`config.mk`:
```
export PLATFORM = sky130hd
export DESIGN_NAME = dec_out_requant_fifo
export DESIGN_NICKNAME = d
export VERILOG_FILES = /design/src/rtl/dec_chain_pkg.sv /design/src/rtl/dec_sync_fifo.sv /design/src/rtl/dec_out_requant_fifo.sv
export SDC_FILE = /design/constraint.sdc
export NUM_CORES = 1
export LEC_CHECK = 0
export ABC_AREA = 1
export CORE_MARGIN = 2
export CORE_UTILIZATION = 40
export CTS_BUF_LIST = sky130_fd_sc_hd__clkbuf_4
export DETAILED_ROUTE_END_ITERATION = 8
export PLACE_DENSITY = 0.64
export SLEW_MARGIN = 20
export SYNTH_ARGS = -nofsm -noshare
export SYNTH_HDL_FRONTEND = slang
export SYNTH_SLANG_ARGS = --single-unit
```
`constraint.sdc`:
```
create_clock -name clk -period 4.5 [get_ports clk]
set_input_delay 0.9 -clock clk [delete_from_list [all_inputs] [get_ports clk]]
set_output_delay 0.9 -clock clk [all_outputs]
set_load 0.03 [all_outputs]
```
`src/rtl/dec_chain_pkg.sv`:
```
`default_nettype none
// ============================================================================
//  Module      : dec_chain_pkg
//  Description : Shared widths, output limits and the saturation helper for
//                the decimation-chain output stage.
//  Revision    : 1.0  initial release
// ============================================================================
package dec_chain_pkg;

  localparam int IN_WIDTH_DEF  = 50;
  localparam int OUT_WIDTH_DEF = 24;

  // Saturation is evaluated in a fixed wide signed container so the helper
  // serves any IN_WIDTH up to 63 and any OUT_WIDTH up to 63.
  localparam int SAT_CALC_W = 64;

  localparam logic signed [OUT_WIDTH_DEF-1:0] OUT_MAX = {1'b0, {(OUT_WIDTH_DEF-1){1'b1}}};
  localparam logic signed [OUT_WIDTH_DEF-1:0] OUT_MIN = {1'b1, {(OUT_WIDTH_DEF-1){1'b0}}};

  // Clamp a signed value to the range of an out_w-bit two's complement word.
  // The result is returned sign-extended to SAT_CALC_W bits; a caller detects
  // saturation by comparing the result against the input.
  function automatic logic signed [SAT_CALC_W-1:0] saturate(
    input logic signed [SAT_CALC_W-1:0] value,
    input int                           out_w
  );
    logic signed [SAT_CALC_W-1:0] max_v;
    logic signed [SAT_CALC_W-1:0] min_v;
    max_v = (64'sd1 <<< (out_w - 1)) - 64'sd1;
    min_v = -(64'sd1 <<< (out_w - 1));
    if (value > max_v) begin
      return max_v;
    end else if (value < min_v) begin
      return min_v;
    end
    return value;
  endfunction

endpackage
`default_nettype wire

```
`src/rtl/dec_sync_fifo.sv`:
```
`default_nettype none
// ============================================================================
//  Module      : dec_sync_fifo
//  Description : Single-clock show-ahead FIFO. Pointers carry one extra wrap
//                bit so full and empty are distinguished by the MSB.
//                A push while full is accepted only when a pop happens on the
//                same edge; otherwise it is reported on drop_o.
//  Ports       : clk, rst_n        clock, async active-low reset
//                push_i/push_data_i write request and data
//                pop_i             read request (ignored when empty)
//                head_o            head entry (zero when empty)
//                level_o           occupancy, 0..DEPTH
//                empty_o           FIFO empty
//                drop_o            push rejected this cycle
//  Revision    : 1.0  initial release
// ============================================================================
module dec_sync_fifo #(
  parameter int WIDTH = 24,
  parameter int DEPTH = 16
) (
  input  logic                     clk,
  input  logic                     rst_n,
  input  logic                     push_i,
  input  logic [WIDTH-1:0]         push_data_i,
  input  logic                     pop_i,
  output logic [WIDTH-1:0]         head_o,
  output logic [$clog2(DEPTH):0]   level_o,
  output logic                     empty_o,
  output logic                     drop_o
);

  localparam int ADDR_W = $clog2(DEPTH);

  logic [ADDR_W:0]   wr_ptr_q;
  logic [ADDR_W:0]   wr_ptr_d;
  logic [ADDR_W:0]   rd_ptr_q;
  logic [ADDR_W:0]   rd_ptr_d;
  logic [WIDTH-1:0]  mem_q [DEPTH];

  logic full_w;
  logic do_pop_w;
  logic do_push_w;

  always_comb begin
    empty_o   = (wr_ptr_q == rd_ptr_q);
    full_w    = (wr_ptr_q[ADDR_W] != rd_ptr_q[ADDR_W]) &&
                (wr_ptr_q[ADDR_W-1:0] == rd_ptr_q[ADDR_W-1:0]);
    do_pop_w  = pop_i & ~empty_o;
    // A pop on the same edge frees the slot the push needs.
    do_push_w = push_i & (~full_w | do_pop_w);
    drop_o    = push_i & full_w & ~do_pop_w;
    wr_ptr_d  = do_push_w ? wr_ptr_q + 1'b1 : wr_ptr_q;
    rd_ptr_d  = do_pop_w  ? rd_ptr_q + 1'b1 : rd_ptr_q;
    level_o   = wr_ptr_q - rd_ptr_q;
    head_o    = empty_o ? '0 : mem_q[rd_ptr_q[ADDR_W-1:0]];
  end

  always_ff @(posedge clk or negedge rst_n) begin
    if (!rst_n) begin
      wr_ptr_q <= '0;
      rd_ptr_q <= '0;
    end else begin
      wr_ptr_q <= wr_ptr_d;
      rd_ptr_q <= rd_ptr_d;
    end
  end

  // Storage needs no reset: entries are only visible between the pointers.
  always_ff @(posedge clk) begin
    if (do_push_w) begin
      mem_q[wr_ptr_q[ADDR_W-1:0]] <= push_data_i;
    end
  end

endmodule
`default_nettype wire

```
`src/rtl/dec_out_requant_fifo.sv`:
```
`default_nettype none
// ============================================================================
//  Module      : dec_out_requant_fifo
//  Description : Output stage of the decimation chain. Applies a programmable
//                rounding right shift, saturates to OUT_WIDTH bits and buffers
//                results in a show-ahead FIFO with a valid/ready output.
//                The input never stalls; samples arriving on a full FIFO are
//                dropped and counted. Latency in_valid -> out_valid is 3 cycles.
//  Ports       : clk, rst_n          clock, async active-low reset
//                in_valid/in_data    sample strobe and signed sample
//                shift               right-shift amount, sampled with in_valid
//                clear_stats         clears sat_count, drop_count, overflow
//                out_valid/out_ready/out_data  output handshake, FIFO head
//                fifo_level          FIFO occupancy
//                sat_count           saturated samples (saturating counter)
//                drop_count          dropped samples (saturating counter)
//                overflow            sticky drop flag
//  Revision    : 1.0  initial release
// ============================================================================
module dec_out_requant_fifo
  import dec_chain_pkg::*;
#(
  parameter int IN_WIDTH    = IN_WIDTH_DEF,
  parameter int OUT_WIDTH   = OUT_WIDTH_DEF,
  parameter int SHIFT_WIDTH = 6,
  parameter int FIFO_DEPTH  = 16
) (
  input  logic                          clk,
  input  logic                          rst_n,
  input  logic                          in_valid,
  input  logic [IN_WIDTH-1:0]           in_data,
  input  logic [SHIFT_WIDTH-1:0]        shift,
  input  logic                          clear_stats,
  output logic                          out_valid,
  input  logic                          out_ready,
  output logic [OUT_WIDTH-1:0]          out_data,
  output logic [$clog2(FIFO_DEPTH):0]   fifo_level,
  output logic [15:0]                   sat_count,
  output logic [15:0]                   drop_count,
  output logic                          overflow
);

  localparam int RW     = IN_WIDTH + 1;
  localparam int S_MAX  = IN_WIDTH - 1;
  localparam logic [15:0] CNT_MAX = 16'hFFFF;

  // ---------------- stage 1: rounding shift ----------------
  logic [SHIFT_WIDTH-1:0] s_w;
  logic signed [RW-1:0]   ext_w;
  logic signed [RW-1:0]   bias_w;
  logic signed [RW-1:0]   sum_w;
  logic signed [RW-1:0]   rnd_w;

  always_comb begin
    if (int'(shift) > S_MAX) begin
      s_w = SHIFT_WIDTH'(S_MAX);
    end else begin
      s_w = shift;
    end
    ext_w = {in_data[IN_WIDTH-1], in_data};
    // Adding half an LSB before the arithmetic shift rounds ties toward +inf.
    bias_w = (s_w == '0) ? '0 : (RW'(1) <<< (s_w - 1'b1));
    sum_w  = ext_w + bias_w;
    rnd_w  = sum_w >>> s_w;
  end

  // ---------------- stage 2: saturation ----------------
  logic signed [SAT_CALC_W-1:0] r1_ext_w;
  logic signed [SAT_CALC_W-1:0] clamp_w;
  logic                         sat_w;

  logic                         v1_q;
  logic                         v1_d;
  logic signed [RW-1:0]         r1_q;
  logic signed [RW-1:0]         r1_d;
  logic                         v2_q;
  logic                         v2_d;
  logic [OUT_WIDTH-1:0]         d2_q;
  logic [OUT_WIDTH-1:0]         d2_d;
  logic [15:0]                  sat_count_q;
  logic [15:0]                  sat_count_d;
  logic [15:0]                  drop_count_q;
  logic [15:0]                  drop_count_d;
  logic                         overflow_q;
  logic                         overflow_d;

  always_comb begin
    r1_ext_w = SAT_CALC_W'(r1_q);
    clamp_w  = saturate(r1_ext_w, OUT_WIDTH);
    sat_w    = v1_q && (clamp_w != r1_ext_w);
  end

  // ---------------- FIFO ----------------
  logic fifo_empty_w;
  logic fifo_drop_w;

  dec_sync_fifo #(
    .WIDTH (OUT_WIDTH),
    .DEPTH (FIFO_DEPTH)
  ) u_fifo (
    .clk         (clk),
    .rst_n       (rst_n),
    .push_i      (v2_q),
    .push_data_i (d2_q),
    .pop_i       (out_ready),
    .head_o      (out_data),
    .level_o     (fifo_level),
    .empty_o     (fifo_empty_w),
    .drop_o      (fifo_drop_w)
  );

  // ---------------- next state ----------------
  always_comb begin
    v1_d = in_valid;
    r1_d = rnd_w;
    v2_d = v1_q;
    d2_d = clamp_w[OUT_WIDTH-1:0];

    // Clear takes priority over any coincident increment.
    if (clear_stats) begin
      sat_count_d  = '0;
      drop_count_d = '0;
      overflow_d   = 1'b0;
    end else begin
      sat_count_d  = (sat_w && sat_count_q != CNT_MAX) ? sat_count_q + 16'd1 : sat_count_q;
      drop_count_d = (fifo_drop_w && drop_count_q != CNT_MAX) ? drop_count_q + 16'd1
                                                              : drop_count_q;
      overflow_d   = overflow_q | fifo_drop_w;
    end
  end

  always_ff @(posedge clk or negedge rst_n) begin
    if (!rst_n) begin
      v1_q         <= 1'b0;
      r1_q         <= '0;
      v2_q         <= 1'b0;
      d2_q         <= '0;
      sat_count_q  <= '0;
      drop_count_q <= '0;
      overflow_q   <= 1'b0;
    end else begin
      v1_q         <= v1_d;
      r1_q         <= r1_d;
      v2_q         <= v2_d;
      d2_q         <= d2_d;
      sat_count_q  <= sat_count_d;
      drop_count_q <= drop_count_d;
      overflow_q   <= overflow_d;
    end
  end

  always_comb begin
    out_valid  = ~fifo_empty_w;
    sat_count  = sat_count_q;
    drop_count = drop_count_q;
    overflow   = overflow_q;
  end

endmodule
`default_nettype wire
```
==> results.json, run 1 <==
{
  "cts-buffers-inserted": 130,
  "synthCells": 3243,
  "die_h_um": 267,
  "post_synth_num_cell_types": 58,
  "relSlewSlack_pct": 31.0,
  "grt.total_usage_pct": 24.5,
  "drtPass1Iterations": 6,
  "r2r-start": "u_fifo.wr_ptr_q[0]",
  "use_met2_pct": 39.8,
  "dp.cells": 4359,
  "remaining_drc_errors": 0,
  "grt_first_pass_wirelength_um": 133000,
  "drt-wirelength-per-cell_um": 19.0,
  "stdcell_area_um2": 34300,
  "holdPathStages": 0,
  "htree_levels": 4,
  "yosysSeqAreaShare_pct": 52.6,
  "clk_pin_slew_ps": 60,
  "drv_cap": 0,
  "fmaxAchievable_mhz": 229,
  "nNetsFinal": 3749,
  "cp-start-kind": "primary input",
  "hold_path.class": "flop to flop",
  "clock-root-buffer": "clkbuf_4",
  "status": "completed",
  "critical_path_required_ps": 5330,
  "hpwl_um": 59600,
  "vdd_drop_max_uv": 469,
  "grt_use_met3_pct": 4.11,
  "hold_viol_final": 0,
  "p_leak_uw": 0.0144,
  "period_share_pct": 97.2,
  "cts_tree": "done",
  "setup_tns_ps": 0,
  "globalRoute.busiestLayer": "met2",
  "cpMaxStageDelayCell": "clkdlybuf4s50_1",
  "start_util_pct": 40.4,
  "cp_data_arrival_time_ps": 5210,
  "dieArea_um2": 71300,
  "drt_iter0_drc": 2356,
  "path_class": "primary input to flop",
  "dpl_cell_area_um2": 31500,
  "globalplace.congestion": 1.01,
  "coreArea_um2": 68500,
  "drive_gt1_share_pct": 21.6,
  "yosys_warnings": 0,
  "crit_fanout": 5,
  "die_x_um": 267,
  "rsz0062_at_grt": "true",
  "wl_um": 87600,
  "setup_viol": 0,
  "p_per_area_nw_per_um2": 468,
  "reg2reg_slack_ps": 1500,
  "grt-ovfl-total": 0,
  "avgSynthCellArea_um2": 8.53,
  "hp-start": "v1_q",
  "reg2reg_depth": 10,
  "layout_common_cells": "nand2_1, edfxtp_1, nor2_1, nand3_1, buf_4",
  "grt_start_max_net_pins": 100,
  "antenna_found_initial": 2,
  "ant_nets": 0,
  "numClockSinks": 504,
  "port_buffers": 123,
  "holdPathEnd": "v2_q",
  "fin_crit_ps": 4370,
  "slowest_delay_ps": 430,
  "nFillCells": 6480,
  "ys_ff_latch": 504,
  "num_vias": 24645,
  "syn2layout_area_growth_pct": 23.9,
  "num_rows": 96,
  "cts_buffer_depth": 3,
  "final_common_cell": "nand2_1",
  "clock_latency_ps": 930,
  "async_flop_share_pct": 23.8,
  "ios": 124,
  "grt_use_met1_pct": 33.1,
  "report.power.total_uw": 16000,
  "synth_nets": 3367,
  "endpoint_kind": "flop",
  "grt_pass1_vias": 23304,
  "fin_skew_ps": 83.5,
  "viasPerCell": 5.35,
  "synthFlopType": "edfxtp_1",
  "instances_no_fill": 4603,
  "worst_pin_slew_ps": 1030,
  "synth_enable_flop_cells": 384,
  "netlist_area_um2": 27700,
  "slew_viol_final": 0,
  "worstReg2RegEnd": "u_fifo.mem_q[6][10]"
}
## per-stage QoR
stage	setup WS (ps)	hold slack, ps	util [%]
final	128	420	50.0
after global routing	-53.3	366	50.0
after CTS	23.0	312	48.4
after detailed placement	-1120	407	45.9
after global placement	-1070	402	45.9
after floorplan	297	348	-
## critical path, delay by kind of cell
kind            cells  cell delay [ps]
simple gates       14             1960
buf+inv            11             1450
compound gates      3              450
fa+ha+maj           1              230
xor+xnor            1              200
## synthesized netlist by cell type, drive strengths merged (2+ instances only)
cell / instances / share of area [%]
xnor2: 11 / 0.35
dfrtp: 120 / 11
a221oi: 4 / 0.13
edfxtp: 384 / 42
buf: 52 / 1.1
clkinv: 4 / 0.054
nor3: 34 / 0.82
or2: 10 / 0.23
inv: 299 / 4.1
nor4: 10 / 0.25
ha: 61 / 2.8
o21bai: 13 / 0.35
xor2: 21 / 0.69
nand2: 797 / 11
a211oi: 2 / 0.054
nand3: 402 / 7.4
nand3b: 9 / 0.24
a21oi: 71 / 1.3
fa: 2 / 0.14
clkbuf: 93 / 1.3
a31oi: 26 / 0.59
and2: 2 / 0.045
o21a: 4 / 0.11
o22ai: 55 / 1.2
o211ai: 16 / 0.43
o221ai: 42 / 1.3
mux2i: 2 / 0.072
o21ai: 244 / 4.4
nor2: 408 / 5.7
nand4: 39 / 0.88
## final cells by class
cell class	instances	area, um^2	area share [%]
tap	882	1100	3.22
antenna	6	15.0	0.0438
timing repair buffer	396	3380	9.87
multi-input combinational	2290	12400	36.2
clock inverter	34	246	0.720
inverter	303	1150	3.36
clock buffer	188	1410	4.12
sequential	504	14500	42.4
## cell families (layout without fill, tap and decap cells)
kind of cell	Yosys count	after routing	share of synthesized area [%]
muxes	2	2	0.0724
other	1	7	0.0136
adders and majority gates	63	63	2.90
AOI/OAI and AO/OA	480	480	10.1
xor gates and xnor gates	32	32	1.04
buffers and inverters	449	921	6.56
DFF	504	504	52.6
and+or+nand+nor	1712	1712	26.8
## how the worst max path moves through the flow
stage,start,to,slack (ps),depth (start not counted)
final,shift[4],r1_q[4],130,30
after global routing,shift[4],r1_q[10],-50,32
after CTS,shift[2],r1_q[6],20,31
after detailed placement,shift[5],r1_q[6],-1120,32
after global placement,shift[5],r1_q[6],-1070,36
after floorplan,shift[2],r1_q[49],300,35
## power by group
part | leakage (uW) | total (uW) | internal [uW] | switching [uW]
registers | 0.00493 | 5880 | 5610 | 275
clock network | 0.000988 | 3930 | 2100 | 1830
logic | 0.00848 | 6230 | 1950 | 4280
## repair_timing
item,in CTS,in global routing
hold buffers,1,0
endpoints found under the setup margin,22,52
buffers inserted,0,15
pin swaps,3,42
resized for setup,9,240
endpoints found under the hold margin,56,0
## state kept, by name (all words and copies together) (netlist names)
| name | flops |
|---|---|
| sat_count | 16 |
| v2_q | 1 |
| u_fifo.wr_ptr_q | 5 |
| v1_q | 1 |
| r1_q | 51 |
| overflow | 1 |
| drop_count | 16 |
| u_fifo.rd_ptr_q | 5 |
| d2_q | 24 |
| u_fifo.mem_q | 384 |
## per-layer routing
layer / vias up / wire length [um]
met2: 906 / 41500
li1: 11933 / -
met3: 146 / 5900
met5: - / 0
met1: 11660 / 37900
met4: 0 / 2330
Power figures use the tool's default switching activity.
==> run 2: changes to the inputs <==
--- a/config.mk
+++ b/config.mk
@@ -10,7 +10,8 @@
 export CORE_UTILIZATION = 40
 export CTS_BUF_LIST = sky130_fd_sc_hd__clkbuf_4
 export DETAILED_ROUTE_END_ITERATION = 8
-export PLACE_DENSITY = 0.64
+export DONT_BUFFER_PORTS = 1
+export PLACE_DENSITY = 0.61
 export SLEW_MARGIN = 20
 export SYNTH_ARGS = -nofsm -noshare
 export SYNTH_HDL_FRONTEND = slang
==> constraint.sdc (replaced) <==
create_clock -name clk -period 4.5 [get_ports clk]
set_input_delay 0.9 -clock clk [delete_from_list [all_inputs] [get_ports clk]]
set_output_delay 0.9 -clock clk [all_outputs]
set_load 0.05 [all_outputs]
==> results.json, run 2 (synthesis gave the netlist of run 1 again) <==
{
  "status": "completed",
  "cpMaxStageDelayCell": "nor3_1",
  "drive_gt1_share_pct": 16.9,
  "rsz0062_at_grt": "false",
  "drt_iter0_drc": 2187,
  "relSlewSlack_pct": 50.6,
  "clock-root-buffer": "clkbuf_4",
  "port_buffers": 0,
  "crit_path_start": "shift[5]",
  "cts_tree": "done",
  "dieArea_um2": 71300,
  "hp-start": "clear_stats",
  "cp_data_arrival_time_ps": 5000,
  "final_common_cell": "nand2_1",
  "drv_cap": 0,
  "grt_pass1_vias": 23245,
  "wl_um": 86100,
  "stdcell_area_um2": 32500,
  "drt-wirelength-per-cell_um": 19.1,
  "period_share_pct": 94.1,
  "dpl_cell_area_um2": 30600,
  "antenna_found_initial": 3,
  "clk_pin_slew_ps": 60,
  "fmaxAchievable_mhz": 236,
  "critical_path_required_ps": 5260,
  "drtPass1Iterations": 8,
  "hpwl_um": 59400,
  "worst_pin_slew_ps": 740,
  "hold_viol_final": 0,
  "clock_latency_ps": 930,
  "grt_start_max_net_pins": 121,
  "vdd_drop_max_uv": 620,
  "nNetsFinal": 3648,
  "r2r-start": "u_fifo.rd_ptr_q[2]",
  "num_vias": 24049,
  "cts-buffers-inserted": 131,
  "p_per_area_nw_per_um2": 511,
  "endpoint_kind": "flop",
  "die_x_um": 267,
  "path_class": "primary input to flop",
  "crit_fanout": 31,
  "cts_buffer_depth": 3,
  "hold_ws_ps": 129,
  "fin_crit_ps": 4240,
  "remaining_drc_errors": 0,
  "htree_levels": 4,
  "fin_skew_ps": 68.7,
  "viasPerCell": 5.33,
  "globalplace.congestion": 0.958,
  "layout_common_cells": "nand2_1, nand3_1, edfxtp_1, nor2_1, inv_1",
  "cp_num_buf_inv": 7,
  "slew_viol_final": 0,
  "path_delay_family": "simple AND/OR/NAND/NOR gates",
  "coreArea_um2": 68500,
  "start_util_pct": 40.4,
  "ant_nets": 0,
  "numClockSinks": 504,
  "num_rows": 96,
  "largest_reg_flops": 384,
  "syn2layout_area_growth_pct": 17.6,
  "p_leak_uw": 0.0138,
  "crit_path_frequent_cell": "nand2_1",
  "setup_viol": 0,
  "cp-start-kind": "primary input",
  "grt_first_pass_wirelength_um": 131000,
  "hold_path.class": "primary input to flop",
  "grt.total_usage_pct": 24.2,
  "slowest_delay_ps": 340,
  "ios": 124,
  "grt-ovfl-total": 0,
  "die_h_um": 267
}
==> run 2: cell count changes in the layout (fill, tap and decap cells not counted), sizes merged <==
cell and delta:
buf -4, clkbuf +13, bufinv +1, dlymetal6s2s -2, clkdlybuf4s50 -96, diode -3, dlygate4sd3 +2, clkinv +1
inv -1
==> run 2: power by group <==
part,internal [uW],switching (uW)
clock network,2300,1900
registers,5600,339
logic,1880,4620
total,9790,6850
==> run 2: cell type report <==
class / instances / area, um^2
fillers: 6670 / 35900
well taps: 882 / 1100
flip-flops and latches: 504 / 14500
inverters: 303 / 1140
diodes: 3 / 7.51
repair buffers: 294 / 2480
multi-input cells: 2290 / 11500
clock buffers: 203 / 1520
clock inverters: 35 / 275
==> run 2: path summary, 6_finish.rpt <==
kind	end	slack (ps)	cells after the start
max	r1_q[6]	260	30
max in group asynchronous	drop_count[15]	3270	2
min in group asynchronous	u_fifo.wr_ptr_q[2]	620	2
max reg2reg	u_fifo.mem_q[15][12]	1340	11
min reg2reg	d2_q[11]	440	2
min	drop_count[13]	130	2
==> run 2: repair_timing <==
action,in CTS,in global routing
setup buffers,0,1
endpoints found under the hold margin,130,0
gates resized for setup,0,2
hold buffers,4,0
setup endpoints to repair,0,10
==> run 2: stage by stage <==
stage	cells	utilization, %	worst slack [ps]	TNS, ps	total power (uW)
after CTS	4510	47.5	86.1	0	16700
after floorplan	3243	-	297	0	10200
after global placement	4268	44.8	-582	-20560	12400
after global routing	4513	47.5	1.09	0	17500
final	4514	47.5	264	0	16600
after detailed placement	4268	44.8	-557	-21730	12500
==> run 2: per-layer routing <==
metal	vias up	wire length, um	GRT usage, %
met2	825	40700	39.8
met3	174	5570	5.03
met4	2	2940	10.1
met1	11320	36900	31.0
li1	11728	-	-
met5	-	13	0
